===== config.mk =====
export PLATFORM = sky130hd
export DESIGN_NAME = board_frame_tx
export DESIGN_NICKNAME = d
export VERILOG_FILES = /design/src/rtl/board_frame_tx.sv
export SDC_FILE = /design/constraint.sdc
export NUM_CORES = 1
export LEC_CHECK = 0
export CAP_MARGIN = 20
export CORE_ASPECT_RATIO = 1.75
export CORE_MARGIN = 4
export CORE_UTILIZATION = 59
export CTS_BUF_LIST = sky130_fd_sc_hd__clkbuf_8
export DETAILED_ROUTE_END_ITERATION = 7
export DONT_BUFFER_PORTS = 1
export GPL_ROUTABILITY_DRIVEN = 0
export GPL_TIMING_DRIVEN = 0
export PLACE_DENSITY = 0.75
export SYNTH_ARGS = -nofsm -noshare
export SYNTH_HDL_FRONTEND = slang
export SYNTH_SLANG_ARGS = --single-unit

===== constraint.sdc =====
create_clock -name clk -period 2.35 [get_ports clk]
set_input_delay 0.47 -clock clk [delete_from_list [all_inputs] [get_ports clk]]
set_output_delay 0.47 -clock clk [all_outputs]
set_load 0.05 [all_outputs]

===== src/rtl/board_frame_tx.sv =====
// -----------------------------------------------------------------------------
// board_frame_tx
//   Serial transmitter for the tic-tac-toe board state. On a trigger it
//   snapshots the nine active-low cell codes and five active-low status LEDs,
//   packs them into a 24-bit active-high payload with even parity, and shifts
//   a 4-byte frame (HEADER, P[7:0], P[15:8], P[23:16]) out 8N1, LSB first.
//
// Ports
//   clk            : single clock, rising edge
//   reset          : asynchronous, active-low
//   a_out..i_out   : per cell {!p1,!p2}, 2'b11 = empty
//   *_led          : active-low status LEDs
//   send_req       : one-cycle transmit request
//   tx             : serial line, idles high
//   tx_busy        : high while a frame is on the line
//   frame_done     : one-cycle pulse after the last stop bit
//   dbg_state_o    : current FSM state, for observation only
//
// Handshake: send_req is a single-cycle strobe with no ready. In IDLE (or in
// DONE) it starts a frame on that edge; at any other time it is remembered in
// one pending flag, and any number of such requests collapse into one frame.
// -----------------------------------------------------------------------------
module board_frame_tx #(
   parameter int unsigned CLKS_PER_BIT = 4,
   parameter logic [7:0]  HEADER       = 8'hA5,
   parameter bit          AUTO_SEND    = 1'b1
) (
   input  logic       clk,
   input  logic       reset,
   input  logic [1:0] a_out,
   input  logic [1:0] b_out,
   input  logic [1:0] c_out,
   input  logic [1:0] d_out,
   input  logic [1:0] e_out,
   input  logic [1:0] f_out,
   input  logic [1:0] g_out,
   input  logic [1:0] h_out,
   input  logic [1:0] i_out,
   input  logic       p1_turn_led,
   input  logic       p2_turn_led,
   input  logic       p1_win_led,
   input  logic       p2_win_led,
   input  logic       grid_full_led,
   input  logic       send_req,
   output logic       tx,
   output logic       tx_busy,
   output logic       frame_done,
   output logic [2:0] dbg_state_o
);

   localparam int unsigned    CW        = (CLKS_PER_BIT > 1) ? $clog2(CLKS_PER_BIT) : 1;
   localparam logic [CW-1:0]  BAUD_LAST = CW'(CLKS_PER_BIT - 1);

   typedef enum logic [2:0] {
      S_IDLE  = 3'd0,
      S_START = 3'd1,
      S_DATA  = 3'd2,
      S_STOP  = 3'd3,
      S_DONE  = 3'd4
   } state_t;

   state_t        state_q, state_d;
   logic [CW-1:0] baud_q, baud_d;
   logic [2:0]    bit_q, bit_d;
   logic [1:0]    byte_q, byte_d;
   logic [23:0]   frame_q, frame_d;
   logic [22:0]   last_q, last_d;
   logic          pending_q, pending_d;

   // Raw (active-low) view of the board, in payload bit order.
   logic [22:0] live_w;
   logic [22:0] payload_w;
   logic        trig_w;
   logic        wrap_w;
   logic        snap_w;
   logic [7:0]  cur_byte_w;

   assign live_w    = {grid_full_led, p2_win_led, p1_win_led, p2_turn_led, p1_turn_led,
                       i_out, h_out, g_out, f_out, e_out, d_out, c_out, b_out, a_out};
   assign payload_w = ~live_w;
   assign wrap_w    = (baud_q == BAUD_LAST);
   // A pending request, a fresh request, or a board that differs from the last
   // frame sent all start a frame; they are OR-ed so coincident causes give one frame.
   assign trig_w    = send_req | pending_q | (AUTO_SEND && (live_w != last_q));

   always_comb begin
      state_d   = state_q;
      baud_d    = baud_q;
      bit_d     = bit_q;
      byte_d    = byte_q;
      frame_d   = frame_q;
      last_d    = last_q;
      pending_d = pending_q;
      snap_w    = 1'b0;

      if (state_q == S_START || state_q == S_DATA || state_q == S_STOP) begin
         baud_d = wrap_w ? '0 : baud_q + CW'(1);
      end else begin
         baud_d = '0;
      end

      case (state_q)
         S_IDLE:  if (trig_w) snap_w = 1'b1;
         S_START: if (wrap_w) begin
            state_d = S_DATA;
            bit_d   = 3'd0;
         end
         S_DATA:  if (wrap_w) begin
            if (bit_q == 3'd7) state_d = S_STOP;
            else               bit_d   = bit_q + 3'd1;
         end
         // Stop bits run straight into the next start bit with no idle gap.
         S_STOP:  if (wrap_w) begin
            if (byte_q == 2'd3) begin
               state_d = S_DONE;
            end else begin
               state_d = S_START;
               byte_d  = byte_q + 2'd1;
            end
         end
         S_DONE:  if (trig_w) snap_w = 1'b1;
                  else        state_d = S_IDLE;
         default: state_d = S_IDLE;
      endcase

      if (snap_w) begin
         state_d   = S_START;
         baud_d    = '0;
         bit_d     = 3'd0;
         byte_d    = 2'd0;
         frame_d   = {^payload_w, payload_w};
         last_d    = live_w;
         pending_d = 1'b0;
      end else if (send_req && state_q != S_IDLE) begin
         pending_d = 1'b1;
      end
   end

   always_ff @(posedge clk or negedge reset) begin
      if (!reset) begin
         state_q   <= S_IDLE;
         baud_q    <= '0;
         bit_q     <= 3'd0;
         byte_q    <= 2'd0;
         frame_q   <= '0;
         last_q    <= '1;
         pending_q <= 1'b0;
      end else begin
         state_q   <= state_d;
         baud_q    <= baud_d;
         bit_q     <= bit_d;
         byte_q    <= byte_d;
         frame_q   <= frame_d;
         last_q    <= last_d;
         pending_q <= pending_d;
      end
   end

   always_comb begin
      case (byte_q)
         2'd0:    cur_byte_w = HEADER;
         2'd1:    cur_byte_w = frame_q[7:0];
         2'd2:    cur_byte_w = frame_q[15:8];
         default: cur_byte_w = frame_q[23:16];
      endcase
   end

   // Outputs decode the registered state only, so reset forces tx high at once.
   always_comb begin
      tx = 1'b1;
      if (state_q == S_START)     tx = 1'b0;
      else if (state_q == S_DATA) tx = cur_byte_w[bit_q];
   end

   assign tx_busy     = (state_q == S_START) || (state_q == S_DATA) || (state_q == S_STOP);
   assign frame_done  = (state_q == S_DONE);
   assign dbg_state_o = state_q;

endmodule

==> results, run 1 <==
- Once the floorplan was initialized, standard cells occupied 61.0% of the core.
- Before CTS, the worst setup slack after placement is -142 ps.
- The number of hold violations in the final report is 0.
- The fraction of the cycle the final worst path needs is 114%.
- The number of max-slew violations in the final report is 0.
- The depth of the CTS H-tree is 3.
- The synthesized design contains 58 register bits.
- The path type of the worst setup path is flip-flop to primary output.
- Averaged over all synthesized cells, the footprint is 10.8 sq um.
- The CTS tree is built.
- The per-cell via count in the routed design is approximately 5.8.
- The detailed router finished its first iteration with 62 violations.
- The repair_antennas step left the layout with diodes totalling 0.
- The die area is 6460 sq um.
- In this design, the stage delay of the slowest critical-path cell is between 500 and 600 ps.
- The placeable core area is about 5000 sq um.
- The required time reported for the critical path endpoint is 1880 ps.
- By instance count, the leading cell after synthesis is sky130_fd_sc_hd__dfrtp_1.
- The die is approximately 62 um wide.
- In this run the remaining antenna-violating nets after routing total 0.
- The flow ran to the end, but the final reports show violations.
- The root buffer cell is sky130_fd_sc_hd__clkbuf_8.
- Yosys mapped the design onto 37 distinct sky130hd cell types.
- STA classifies the critical path startpoint as a flip-flop.
- CTS saw between 50 and 60 sinks.
- The clock arrives with between 10 and 15 ps of skew.
- The relative slew slack is 68.3%.
- The pin count of the biggest net entering global routing is 59.
- The achievable frequency is 374 MHz.
- In this run the biggest area consumer among cell types represents between 20% and 30% of the synthesized area.
- The clock-pin slew reported for the worst setup and hold paths after clock tree synthesis is roughly 70 ps.
- The max-cap violation count is 0.
- After synthesis, the share of flip-flops with an asynchronous set or reset is 100%.
- The post-detailed-routing wire length is 6650 um.
- The placement row count is 34.
- Buffers placed on the I/O ports in this run total 0.
- The filler cells instantiated in the layout total approximately 410.
- The via count of the first global-routing pass is roughly 2.3k.
- The number of warnings printed during yosys synthesis is 0.
- Once layout is done, the placed cells without fillers occupy between 3000 and 4000 sq um.
- The peak fanout along the critical path is 7.
- Yosys attributes the largest share of cell area to sky130_fd_sc_hd__dfrtp_1 29%, sky130_fd_sc_hd__dfstp_2 20%, sky130_fd_sc_hd__mux2_2 7.7%.
- The height of the die is 103 um.
- The checks that failed: negative setup slack.
- The number of nets in the synthesized netlist is roughly 320.
- Summing all multi-input logic gate instances after layout gives around 1500 sq um.
- Data on the critical path arrives at its endpoint at 2200 ps.
- For this run, the post-layout net count is 336.
- The total vias in the final route is 2110.
- The register area is around 1500 sq um.
- The CTS buffer count is 9.
- Setup violations remaining at the end of the flow were counted as 1.
- The number of synthesized flops with an enable pin is 0.
- The tightest min-delay check is of the primary input to flip-flop type.
- The worst setup margin is -322 ps.
- The signal on the critical path passes through inv_2 > ha_4 > a2111oi_2 > or4b_1 > a211oi_2 > o22ai_2 > nand2b_4.
- The first detailed-routing pass took 4 iterations.
- The instance count of the mapped netlist is about 280.
- The commonest cells after synthesis are 35 x sky130_fd_sc_hd__dfrtp_1, 30 x sky130_fd_sc_hd__nand2_1, 27 x sky130_fd_sc_hd__o21ai_0.
- The biggest area contributor in the post-synthesis netlist is sky130_fd_sc_hd__dfrtp_1.
- The element type at the critical path end is a primary output.
- The final HPWL from detailed placement is a little under 5000 um.
- The power density over the cells is roughly 590 nW/um^2.
- The number of antenna violations at the first check in global routing is 0.
- The time the worst path needs with I/O delays and setup is approximately 2700 ps.
- The total power after layout is ~2.0 mW.
- The portion of the post-synthesis area used by sequential elements is between 40% and 50%.
- The first global-routing pass estimated 11000 um of wire.
- The worst-case IR drop observed on VDD is ~0.00057 V.
- The flip-flop cell with the highest count after synthesis is sky130_fd_sc_hd__dfrtp_1.
- After detailed placement, the total cell area comes to between 3000 and 4000 sq um.
- The static power due to leakage is 1.45 nW.
- After detailed routing, the average wire length per cell comes to around 18 um.
- The insertion delay of the later-clocked pin in the worst-skew pair is 340 ps.
- The aggregate negative setup slack is -322 ps.
- Compared with the post-synthesis result, the final layout area differs by 12.4%.
- Pin placement for this block handled 32 I/O pins.
- The number of remaining DRC errors is 0.
- The master of the slowest instance on the critical path is sky130_fd_sc_hd__or4b_1.
- Summed over all layers, the global routing overflow is 0.
- For the pin with the worst max-slew slack, the measured transition is between 400 and 500 ps.
- The total routing resource utilization after global routing is between 20% and 30%.
- Setup repair after global routing could not meet its margin everywhere.
- The fraction of final layout cells with drive strength greater than 1 is ~29%.
- The combined area of all synthesized cells is a little over 3000 sq um.
- Counting along the longest clock path gives a buffer depth of 2.
-- power breakdown --
| part | switching, mW | total, mW | internal, mW |
|---|---|---|---|
| combinational | 0.0992 | 0.209 | 0.110 |
| sequential | 0.0301 | 1.09 | 1.06 |
| clock | 0.374 | 0.736 | 0.362 |
-- repair_timing --
| action | CTS | global route |
|---|---|---|
| gates resized for setup | 15 | 12 |
| pin swaps | 1 | 4 |
| buffers inserted | 1 | 5 |
| endpoints found under the hold margin | 58 | 0 |
| hold buffers | 2 | 0 |
| endpoints found under the setup margin | 10 | 2 |
-- cell families after synthesis --
| family | synth area share [%] |
|---|---|
| and+or+nand+nor | 9.51 |
| DFF | 48.3 |
| AOI/OAI and AO/OA | 11.3 |
| xor gates and xnor gates | 13.4 |
| muxes | 10.8 |
| buffers and inverters | 3.39 |
| adders and majority gates | 3.27 |
-- final cells by class --
| class | count | area share (%) |
|---|---|---|
| clock inverters | 7 | 0.944 |
| multi-input cells | 204 | 44.8 |
| flip-flops and latches | 58 | 43.1 |
| well taps | 54 | 1.96 |
| clock buffers | 9 | 3.60 |
| plain buffers | 12 | 2.22 |
| repair buffers | 8 | 2.40 |
| inverters | 9 | 0.981 |
-- final timing paths --
path,start,to,slack [ps],depth (start not counted)
hold / removal,grid_full_led,frame_q[22],230,1
setup / recovery,byte_q[0],tx,-320,7
setup reg to reg,last_q[8],last_q[17],50,6
min in group asynchronous,reset,baud_q[1],660,2
hold reg to reg,baud_q[0],baud_q[0],450,1
max in group asynchronous,reset,last_q[7],1390,2
-- critical path, delay by kind of cell, from the launching register on --
kind | cells | cell delay [ps]
simple gates | 2 | 710
compound gates | 3 | 430
flops | 1 | 430
fa+ha+maj | 1 | 180
buf+inv | 1 | 110
-- state kept, by name, indices dropped and copies added (netlist names) --
register	flops
baud_q	2
bit_q	3
byte_q	2
dbg_state_o	3
frame_q	24
last_q	23
pending_q	1
-- layer usage --
metal | GRT usage [%] | part of all wire (%) | up-vias | wire length, um
li1 | - | - | 1023 | -
met1 | 22.1 | 36 | 1026 | 2400
met2 | 43.3 | 56 | 43 | 3740
met3 | 5.51 | 3.9 | 18 | 258
met4 | 14.1 | 3.6 | 0 | 241
met5 | 0 | 0 | - | 0
-- stage by stage --
stage / hold slack (ps) / utilization (%) / std cells
after detailed placement: 176 / 62.5 / 338
after CTS: 217 / 67.4 / 357
after global placement: 176 / 62.5 / 338
final: 232 / 68.6 / 361
after global routing: 217 / 68.6 / 361
after floorplan: 174 / - / 284
-- placed cells by master, fill, tap and decap left out, types with 2 or more instances in the layout --
master,instances
sky130_fd_sc_hd__clkbuf_8,9
sky130_fd_sc_hd__clkinv_2,2
sky130_fd_sc_hd__nand4_1,3
sky130_fd_sc_hd__dfrtp_2,3
sky130_fd_sc_hd__buf_4,7
sky130_fd_sc_hd__ha_2,2
sky130_fd_sc_hd__a211oi_1,2
sky130_fd_sc_hd__dfrtp_1,32
sky130_fd_sc_hd__mux2_2,21
sky130_fd_sc_hd__buf_2,3
sky130_fd_sc_hd__buf_6,3
sky130_fd_sc_hd__nand2_1,30
sky130_fd_sc_hd__nor4_1,6
sky130_fd_sc_hd__nor2b_1,4
sky130_fd_sc_hd__dfstp_2,23
sky130_fd_sc_hd__a21oi_1,8
sky130_fd_sc_hd__inv_1,11
sky130_fd_sc_hd__inv_2,2
sky130_fd_sc_hd__nor2_1,10
sky130_fd_sc_hd__xor2_1,24
sky130_fd_sc_hd__o21ai_0,27
sky130_fd_sc_hd__a22oi_1,7
sky130_fd_sc_hd__mux2i_1,5
sky130_fd_sc_hd__ha_1,5
sky130_fd_sc_hd__xnor2_1,23
sky130_fd_sc_hd__nor2_4,2
sky130_fd_sc_hd__a221oi_1,2
sky130_fd_sc_hd__clkbuf_1,4
sky130_fd_sc_hd__mux2_1,4
sky130_fd_sc_hd__a211oi_2,2
Power figures use the tool's default switching activity.
==> inputs of run 2 (changes only) <==
--- a/config.mk
+++ b/config.mk
@@ -14,7 +14,7 @@
 export DONT_BUFFER_PORTS = 1
 export GPL_ROUTABILITY_DRIVEN = 0
 export GPL_TIMING_DRIVEN = 0
-export PLACE_DENSITY = 0.75
+export PLACE_DENSITY = 0.85
 export SYNTH_ARGS = -nofsm -noshare
 export SYNTH_HDL_FRONTEND = slang
 export SYNTH_SLANG_ARGS = --single-unit
==> results, run 2 (synthesis results as in run 1) <==
- The delay contributed by the slowest stage of the critical path is 520 ps.
- The path type of the worst setup path is flip-flop to primary output.
- The flip-flop count of the largest register, all copies and words added is 24.
- The total routing resource utilization after global routing is between 20% and 30%.
- After clock tree synthesis, the clock-pin slew on the worst setup and hold paths is 70 ps.
- The via count of the first global-routing pass is ~2.4k.
- The maximum clock path buffer count is 2.
- Counting flops per register, the top entry is frame_q.
- On the final layout, the worst clock skew is 12.2 ps.
- The CTS tree is built.
- Cells with a size suffix above 1 make up a little under a third of the layout.
- Across all layers, the routed design uses 2199 vias.
- The count of nets left with antenna violations once routing finished came out at 0.
- In the layout the commonest cells are 30 x sky130_fd_sc_hd__nand2_1, 30 x sky130_fd_sc_hd__dfrtp_1, 27 x sky130_fd_sc_hd__o21ai_0.
- The number of antenna violations at the first check in global routing is 0.
- For this run the aggregate overflow at the end of global routing stands at 0.
- The peak fanout along the critical path is 10.
- The fraction of the cycle the final worst path needs is 113%.
- Setup repair after global routing could not meet its margin everywhere.
- The element type at the critical path end is a primary output.
- The critical path goes through ha_1 > clkbuf_8 > a2111oi_2 > or4b_1 > a211oi_2 > o22ai_2 > nand2b_4.
- The depth of the CTS H-tree is 3.
- The iteration-0 DRC count of the detailed router is 69.
- The checks that failed: negative setup slack.
- The placeable core area is between 5000 and 6000 sq um.
- The first TritonRoute pass finished after 5 iterations.
- The largest registers in the layout are frame_q (24), last_q (23).
- The share of the core filled with cells in the final layout is about 70%.
- The growth of design area from synthesis to finish is 12.9%.
- The count of boundary I/O pins is 32.
- The number of remaining DRC errors is 0.
- For this configuration, the core starts out at a cell density of 61.0%.
- The number of max-slew violations in the final report was 0.
- For the pin with the worst max-slew slack, the measured transition is between 400 and 500 ps.
- The power density over the cells is roughly 610 nW/um^2.
- After the last flow step, the layout net total stands at roughly 340.
- Entering global routing, the biggest net connects a little under 60 pins.
- After detailed routing, the number of vias per cell comes to 6.11.
- The time the worst path needs with I/O delays and setup is 2660 ps.
- The first global-routing pass estimated 11100 um of wire.
- Dividing the detail-routed wire length by the instance count gives 19.4 um.
- The register-to-register path setup slack is 30 ps.
- The flow ran to the end, but the final reports show violations.
- The worst setup path is launched from a flip-flop.
- The static power due to leakage is 1.43 nW.
- The final HPWL from detailed placement is 5110 um.
- Static timing analysis puts the maximum clock frequency at approximately 380 MHz.
- The die is just over 100 um tall.
- The total power after layout is 2.10 mW.
- The type of the tightest min-delay check is primary input to flip-flop.
- The die span in x is around 62 um.
- The number of buffers added on ports is 0.
- CTS placed an instance of sky130_fd_sc_hd__clkbuf_8 at the clock tree root.
- The floorplan step defined a die boundary enclosing 6460 sq um.
- After detailed routing, the total wire length is about 7000 um.
- The master of the slowest instance on the critical path is sky130_fd_sc_hd__or4b_1.
- Clock tree synthesis inserted a total of 9 buffers.
- The number of sinks on the clock net is 58.
- The worst setup margin is -314 ps.
- The required time reported for the critical path endpoint is 1880 ps.
- VDD sags by at most approximately 0.00066 V.
- The number of antenna diodes in the final layout is 0.
- In this run the core area contains 34 standard-cell rows.
- Headroom to the max-slew limit came out at 68.5%.
- For the worst setup path, the data arrival time is 2190 ps.
- Max-cap violations in this run came to 0.
- Clock latency on the worst-skew pair, taken at its later pin, is 350 ps.
- The final-report setup violation count is 1.
- The number of hold violations in the final report is 0.
-- run 2: per-stage QoR --
step	instance area [sq um]	hold WS, ps	worst slack [ps]	setup TNS (ps)	std cells
global route	3460	211	-427	-427	360
detailed placement	3140	176	-210	-258	338
finish	3460	220	-314	-314	360
floorplan	3070	174	0.276	0	284
CTS	3440	215	-398	-398	360
global placement	3140	177	-136	-166	338
-- run 2: area by class of cell --
class	instances	area, sq um
clock inverters	7	46.3
inverters	9	33.8
well taps	54	67.6
plain buffers	12	82.6
fillers	380	1560
repair buffers	7	75.1
multi-input cells	204	1540
flip-flops and latches	58	1490
clock buffers	9	124
-- run 2: what timing repair did --
item / CTS / global route
resized for setup: 19 / 13
endpoints found under the setup margin: 3 / 17
pin swaps: 3 / 6
gates cloned: 0 / 0
endpoints found under the hold margin: 58 / 0
buffers inserted: 4 / 1
hold buffers: 2 / 0
-- run 2: path summary, 6_finish.rpt --
path	from	to	depth (start not counted)
hold / removal	grid_full_led	frame_q[22]	1
min in group asynchronous	reset	byte_q[0]	2
hold reg to reg	baud_q[0]	baud_q[0]	1
setup / recovery	byte_q[1]	tx	7
max in group asynchronous	reset	last_q[8]	2
setup reg to reg	last_q[8]	last_q[13]	6
-- run 2: critical path: cells and delay by family (launching register included) --
kind	cells	cell delay, ps
simple gates	2	700
buf+inv	1	170
flops	1	420
compound gates	3	370
fa+ha+maj	1	180
-- run 2: power breakdown --
part / internal (mW) / total, mW / leakage, nW / switching [mW]
Combinational: 0.110 / 0.214 / 0.700 / 0.104
Sequential: 1.06 / 1.10 / 0.653 / 0.0352
Clock: 0.376 / 0.790 / 0.0810 / 0.414
Total: 1.55 / 2.10 / 1.43 / 0.553
-- run 2: metal layers --
layer | routed length, um | track usage [%] | vias up
met3 | 312 | 6.05 | 26
met5 | 0 | 0 | -
met2 | 3890 | 44.1 | 66
met1 | 2440 | 21.2 | 1086
li1 | - | - | 1021
met4 | 328 | 14.6 | 0
==> patch 1, RTL diff (settings of run 1) <==
Reset style: synchronous (`reset`), changed in one clocked block. Comments in the files are not updated.
--- a/src/rtl/board_frame_tx.sv
+++ b/src/rtl/board_frame_tx.sv
@@ -136,7 +136,7 @@
       end
    end
 
-   always_ff @(posedge clk or negedge reset) begin
+   always_ff @(posedge clk) begin
       if (!reset) begin
          state_q   <= S_IDLE;
          baud_q    <= '0;
Function: differs if reset is asserted again (counterexample within 4 cycles, from zero or initial values and one cycle with reset low); with reset held inactive, the same outputs for 10 cycles.
==> patch 1 against run 1 <==
  * The flow still finishes with violations (negative setup slack)
  * Design area down 10%
  * Fmax is 4.3% higher
  * Worst setup slack better by 0.11 ns
  * Sequential cell count is the same
  * Synthesized area shrank 12%
  * Sequential share of layout area shrank 5.1 points
  * Register-to-register slack gained 0.18 ns
  * Total power is 17% higher
  * Routed wire length fell by 6.4%
  * Core utilization grew 1.4 points
  * Largest cell class unchanged
==> patch 1: results (changes against run 1) <==
status=complete, but fails checks (unchanged); failing checks=negative setup slack (unchanged); GRT Overall Usage=0.236 (was 0.228); M1 GR Usage=0.247 (was 0.221); synth cell count leaders=dfxtp_1, xnor2_1, o22a_1 (was dfrtp_1, nand2_1, o21ai_0); synthesized-area fraction occupied by adder cells=0.0325 (was 0.0327); max incr delay on CP=0.40 ns (was 0.53 ns); Synth Area in Compound Gates=0.210 (was 0.113); DR WL/cell=18.6 um (was 18.4 um); sequential share of the synthesized area=0.431 (was 0.483); Vias=2024 (was 2110); Max FO, Critical Path=5 (was 7); reg-to-reg slack, setup=0.23 ns (was 0.05 ns); setup TNS=-0.213 ns (was -0.322 ns); IO Port Bufs=0 (unchanged); slew margin rel.=0.491 (was 0.683); DRT iter0 DRCs=89 (was 62); H-Tree Depth=3 (unchanged); fillers=358 (was 406); post-placement cell area=0.00276 mm^2 (was 0.00314 mm^2); Via density=6.04 (was 5.84); Worst Hold Launch=reset (was grid_full_led); layout cell share with drive strength beyond 1=0.176 (was 0.287); GR Util met3=0.0731 (was 0.0551); placed cell count=319 (was 338); Clock Skew=0.00659 ns (was 0.0100 ns); XOR/XNOR Fraction of Synth Area=0.153 (was 0.134); DR WL met2=3.25 mm (was 3.74 mm); met1 WL=2.42 mm (was 2.40 mm); Async SR Flop Fraction=0 (was 1.00); Int Power=0.00174 W (was 0.00154 W); final setup margin=-0.213 ns (was -0.322 ns); Synth Net Count=301 (was 318); Comb pwr share=0.161 (was 0.102); synth unique cells=36 (was 37); worst reg2reg startpoint=last_q[17]$_SDFFE_PN1P_ (was last_q[8]$_DFFE_PN1P_); main area contributors after synthesis=dfxtp_1, xnor2_1, o22a_1, o2bb2ai_1, xor2_1 (was dfrtp_1, dfstp_2, mux2_2, xor2_1, xnor2_1); Hold Crit Endpoint=last_q[2]$_SDFFE_PN1P_ (was frame_q[22]$_DFFE_PN0P_); Leak=1.11 nW (was 1.45 nW); mux cell area share after synthesis=0.0335 (was 0.108); vias in the first global route=2093 (was 2322); Nets=312 (was 336); P_clk=0.000865 W (was 0.000736 W); Syn Area/Cell=10.0 um^2 (was 10.8 um^2); Reg2Reg Depth=8 (was 6); Critical R2R Capture=dbg_state_o[0]$_SDFFE_PN0P_ (was last_q[17]$_DFFE_PN1P_); post-place setup slack=-0.216 ns (was -0.142 ns); Tot Pwr=0.00239 W (was 0.00204 W); CP Launch Point=byte_q[0]$_SDFFE_PP0P_ (was byte_q[0]$_DFFE_PN0P_); WP data arrival=2.09 ns (was 2.20 ns); met2 Track Usage GR=0.390 (was 0.433); Setup violations, final=1 (unchanged); critical path's top delay family=compound AO/OA/AOI/OAI gates (was simple AND/OR/NAND/NOR gates)
-- patch 1: changes by cell type in the layout (fill, tap and decap cells not counted), moves of 11 or more --
cell / before / now
xnor2_1: 23 / 34
xor2_1: 24 / 13
nand2_1: 30 / 8
o2bb2ai_1: 0 / 17
dfstp_2: 23 / 0
dfrtp_1: 32 / 0
dfxtp_1: 0 / 54
o22a_1: 0 / 19
o21ai_0: 27 / 3
mux2_2: 21 / 0
-- patch 1: timing repair --
item	4_1_cts	5_1_grt
gates resized for setup	27	6
pin swaps	5	4
hold buffers	0	0
setup buffers	2	1
setup endpoints to repair	2	3
-- patch 1: layout make-up --
type,instances,area (um^2),share of cell area
repair buffers,3,30.0,0.00974
inverters,10,43.8,0.0142
clock buffers,9,124,0.0402
well taps,51,63.8,0.0207
plain buffers,11,62.6,0.0203
multi-input cells,186,1530,0.495
clock inverters,7,61.3,0.0199
flip-flops and latches,58,1170,0.380
==> patch 2, RTL diff (flow settings as in run 1) <==
Without the edit above. Set the parameter `AUTO_SEND` to 1'b0 (it was 1'b1).
--- a/src/rtl/board_frame_tx.sv
+++ b/src/rtl/board_frame_tx.sv
@@ -23,7 +23,7 @@
 module board_frame_tx #(
    parameter int unsigned CLKS_PER_BIT = 4,
    parameter logic [7:0]  HEADER       = 8'hA5,
-   parameter bit          AUTO_SEND    = 1'b1
+   parameter bit          AUTO_SEND    = 1'b0
 ) (
    input  logic       clk,
    input  logic       reset,
Behaviour: not the same (Yosys sat finds a counterexample within 4 cycles, from zero or initial values and one cycle with reset low).
==> patch 2 against run 1 <==
  * The flow still finishes with violations (negative setup slack)
  * Total power is 34% higher
  * Non-clock buffer count fell by 4
  * Critical path depth grew 1
  * Worst setup slack worse by 0.12 ns
  * Routed wire length decreased by 38%
  * Design area shrank 38%
  * Die area is 35% lower
  * Synthesized area decreased by 38%
  * First-iteration DRC count decreased by 29%
  * Sequential cell count shrank 23
==> patch 2: results (changes against run 1) <==
slew margin rel.=0.531 (was 0.683); Clock Skew=0.00420 ns (was 0.0100 ns); Synth Net Count=220 (was 318); GR Util met3=0.0503 (was 0.0551); final setup margin=-0.438 ns (was -0.322 ns); reg-to-reg slack, setup=0.21 ns (was 0.05 ns); failing checks=negative setup slack (unchanged); main area contributors after synthesis=dfrtp_1, xnor2_1, o21ai_0, nand2_1, ha_1 (was dfrtp_1, dfstp_2, mux2_2, xor2_1, xnor2_1); Skew-Pair Late Insertion Delay=0.28 ns (was 0.34 ns); synthesized instance count=186 (was 284); largest net degree at the start of global routing=36 (was 59); TritonCTS Buffers=5 (was 9); sequential share of cell area=0.411 (was 0.431); WP data arrival=2.32 ns (was 2.20 ns); Nets=234 (was 336); final hold slack=0.0157 ns (was 0.232 ns); sequential share of the synthesized area=0.461 (was 0.483); critical path's top delay family=compound AO/OA/AOI/OAI gates (was simple AND/OR/NAND/NOR gates); synthesized flop and latch total=35 (was 58); H-Tree Depth=2 (was 3); status=complete, but fails checks (unchanged); initial antenna violation count=0 (unchanged); met2 Track Usage GR=0.394 (was 0.433); Clock-cell share=0.0381 (was 0.0454); Non-CTS buffers=16 (was 20); hold-fix buffers at CTS=1 (was 2); buffering overhead=0.0622 (was 0.0461); Critical R2R Capture=frame_q[19]$_DFFE_PN0P_ (was last_q[17]$_DFFE_PN1P_); post-CTS resize count=7 (was 15); Leak=0.935 nW (was 1.45 nW); post-placement cell area=0.00196 mm^2 (was 0.00314 mm^2); layout cell share with drive strength beyond 1=0.174 (was 0.287); HPWL after DPL=3.06 mm (was 4.91 mm); Non-clk invs=3 (was 9); num tapcells=43 (was 54); Via density=5.81 (was 5.84); post-place setup slack=-0.286 ns (was -0.142 ns); DRT iter0 DRCs=44 (was 62); critical path's slowest cell=mux4_2 (was or4b_1); HP Class=in -> async (was in -> reg); DR WL/cell=17.0 um (was 18.4 um); post-route cell area=0.00213 mm^2 (was 0.00344 mm^2); synth unique cells=34 (was 37); Vias=1417 (was 2110); M1 GR Usage=0.229 (was 0.221); multi-input logic area=976 um^2 (was 0.00154 mm^2); DRT Pass-1 Iters=4 (unchanged); Multi-input comb cells=139 (was 204); vias in the first global route=1565 (was 2322); GRT Overall Usage=0.218 (was 0.228); synth cell count leaders=dfrtp_1, nand2_1, o21ai_0 (unchanged); max incr delay on CP=0.45 ns (was 0.53 ns); fillers=248 (was 406); first-pass GRT wire length=6.99 mm (was 11.0 mm); IO Port Bufs=0 (unchanged); Max IR drop VDD=0.770 mV (was 0.574 mV); worst reg2reg startpoint=dbg_state_o[1]$_DFFE_PN0P_ (was last_q[8]$_DFFE_PN1P_); Setup violations, final=1 (unchanged); setup bufs post-CTS=6 (was 1); setup TNS=-0.438 ns (was -0.322 ns)
[patch 2: changes by cell type after synthesis, sizes merged, moves of 4 or more]
cell and delta:
dfstp -23, nor2b -4, a22o +4, a22oi -5, xnor2 -5, nor4 -5, mux2 -22, xor2 -20
inv -6
[patch 2: cell families (layout without fill, tap and decap cells)]
logic type / Yosys count / count (layout) / synth area share
buffers and inverters: 12 / 27 / 0.0435
muxes: 9 / 9 / 0.0626
xor gates and xnor gates: 23 / 23 / 0.113
AOI/OAI and AO/OA: 44 / 44 / 0.137
adders and majority gates: 8 / 8 / 0.0527
and+or+nand+nor: 55 / 55 / 0.129
DFF: 35 / 35 / 0.461
[patch 2: per-layer routing]
layer	wire (um)	share of wire
met5	0	0
met4	136	0.033
met3	211	0.051
met2	2400	0.58
met1	1390	0.34
[patch 2: power breakdown]
part	total [W]	switching (W)	internal (W)
Combinational	0.00118	0.000678	0.000506
Sequential	0.00114	0.000269	0.000875
Clock	0.000403	0.000204	0.000199
Total	0.00273	0.00115	0.00158
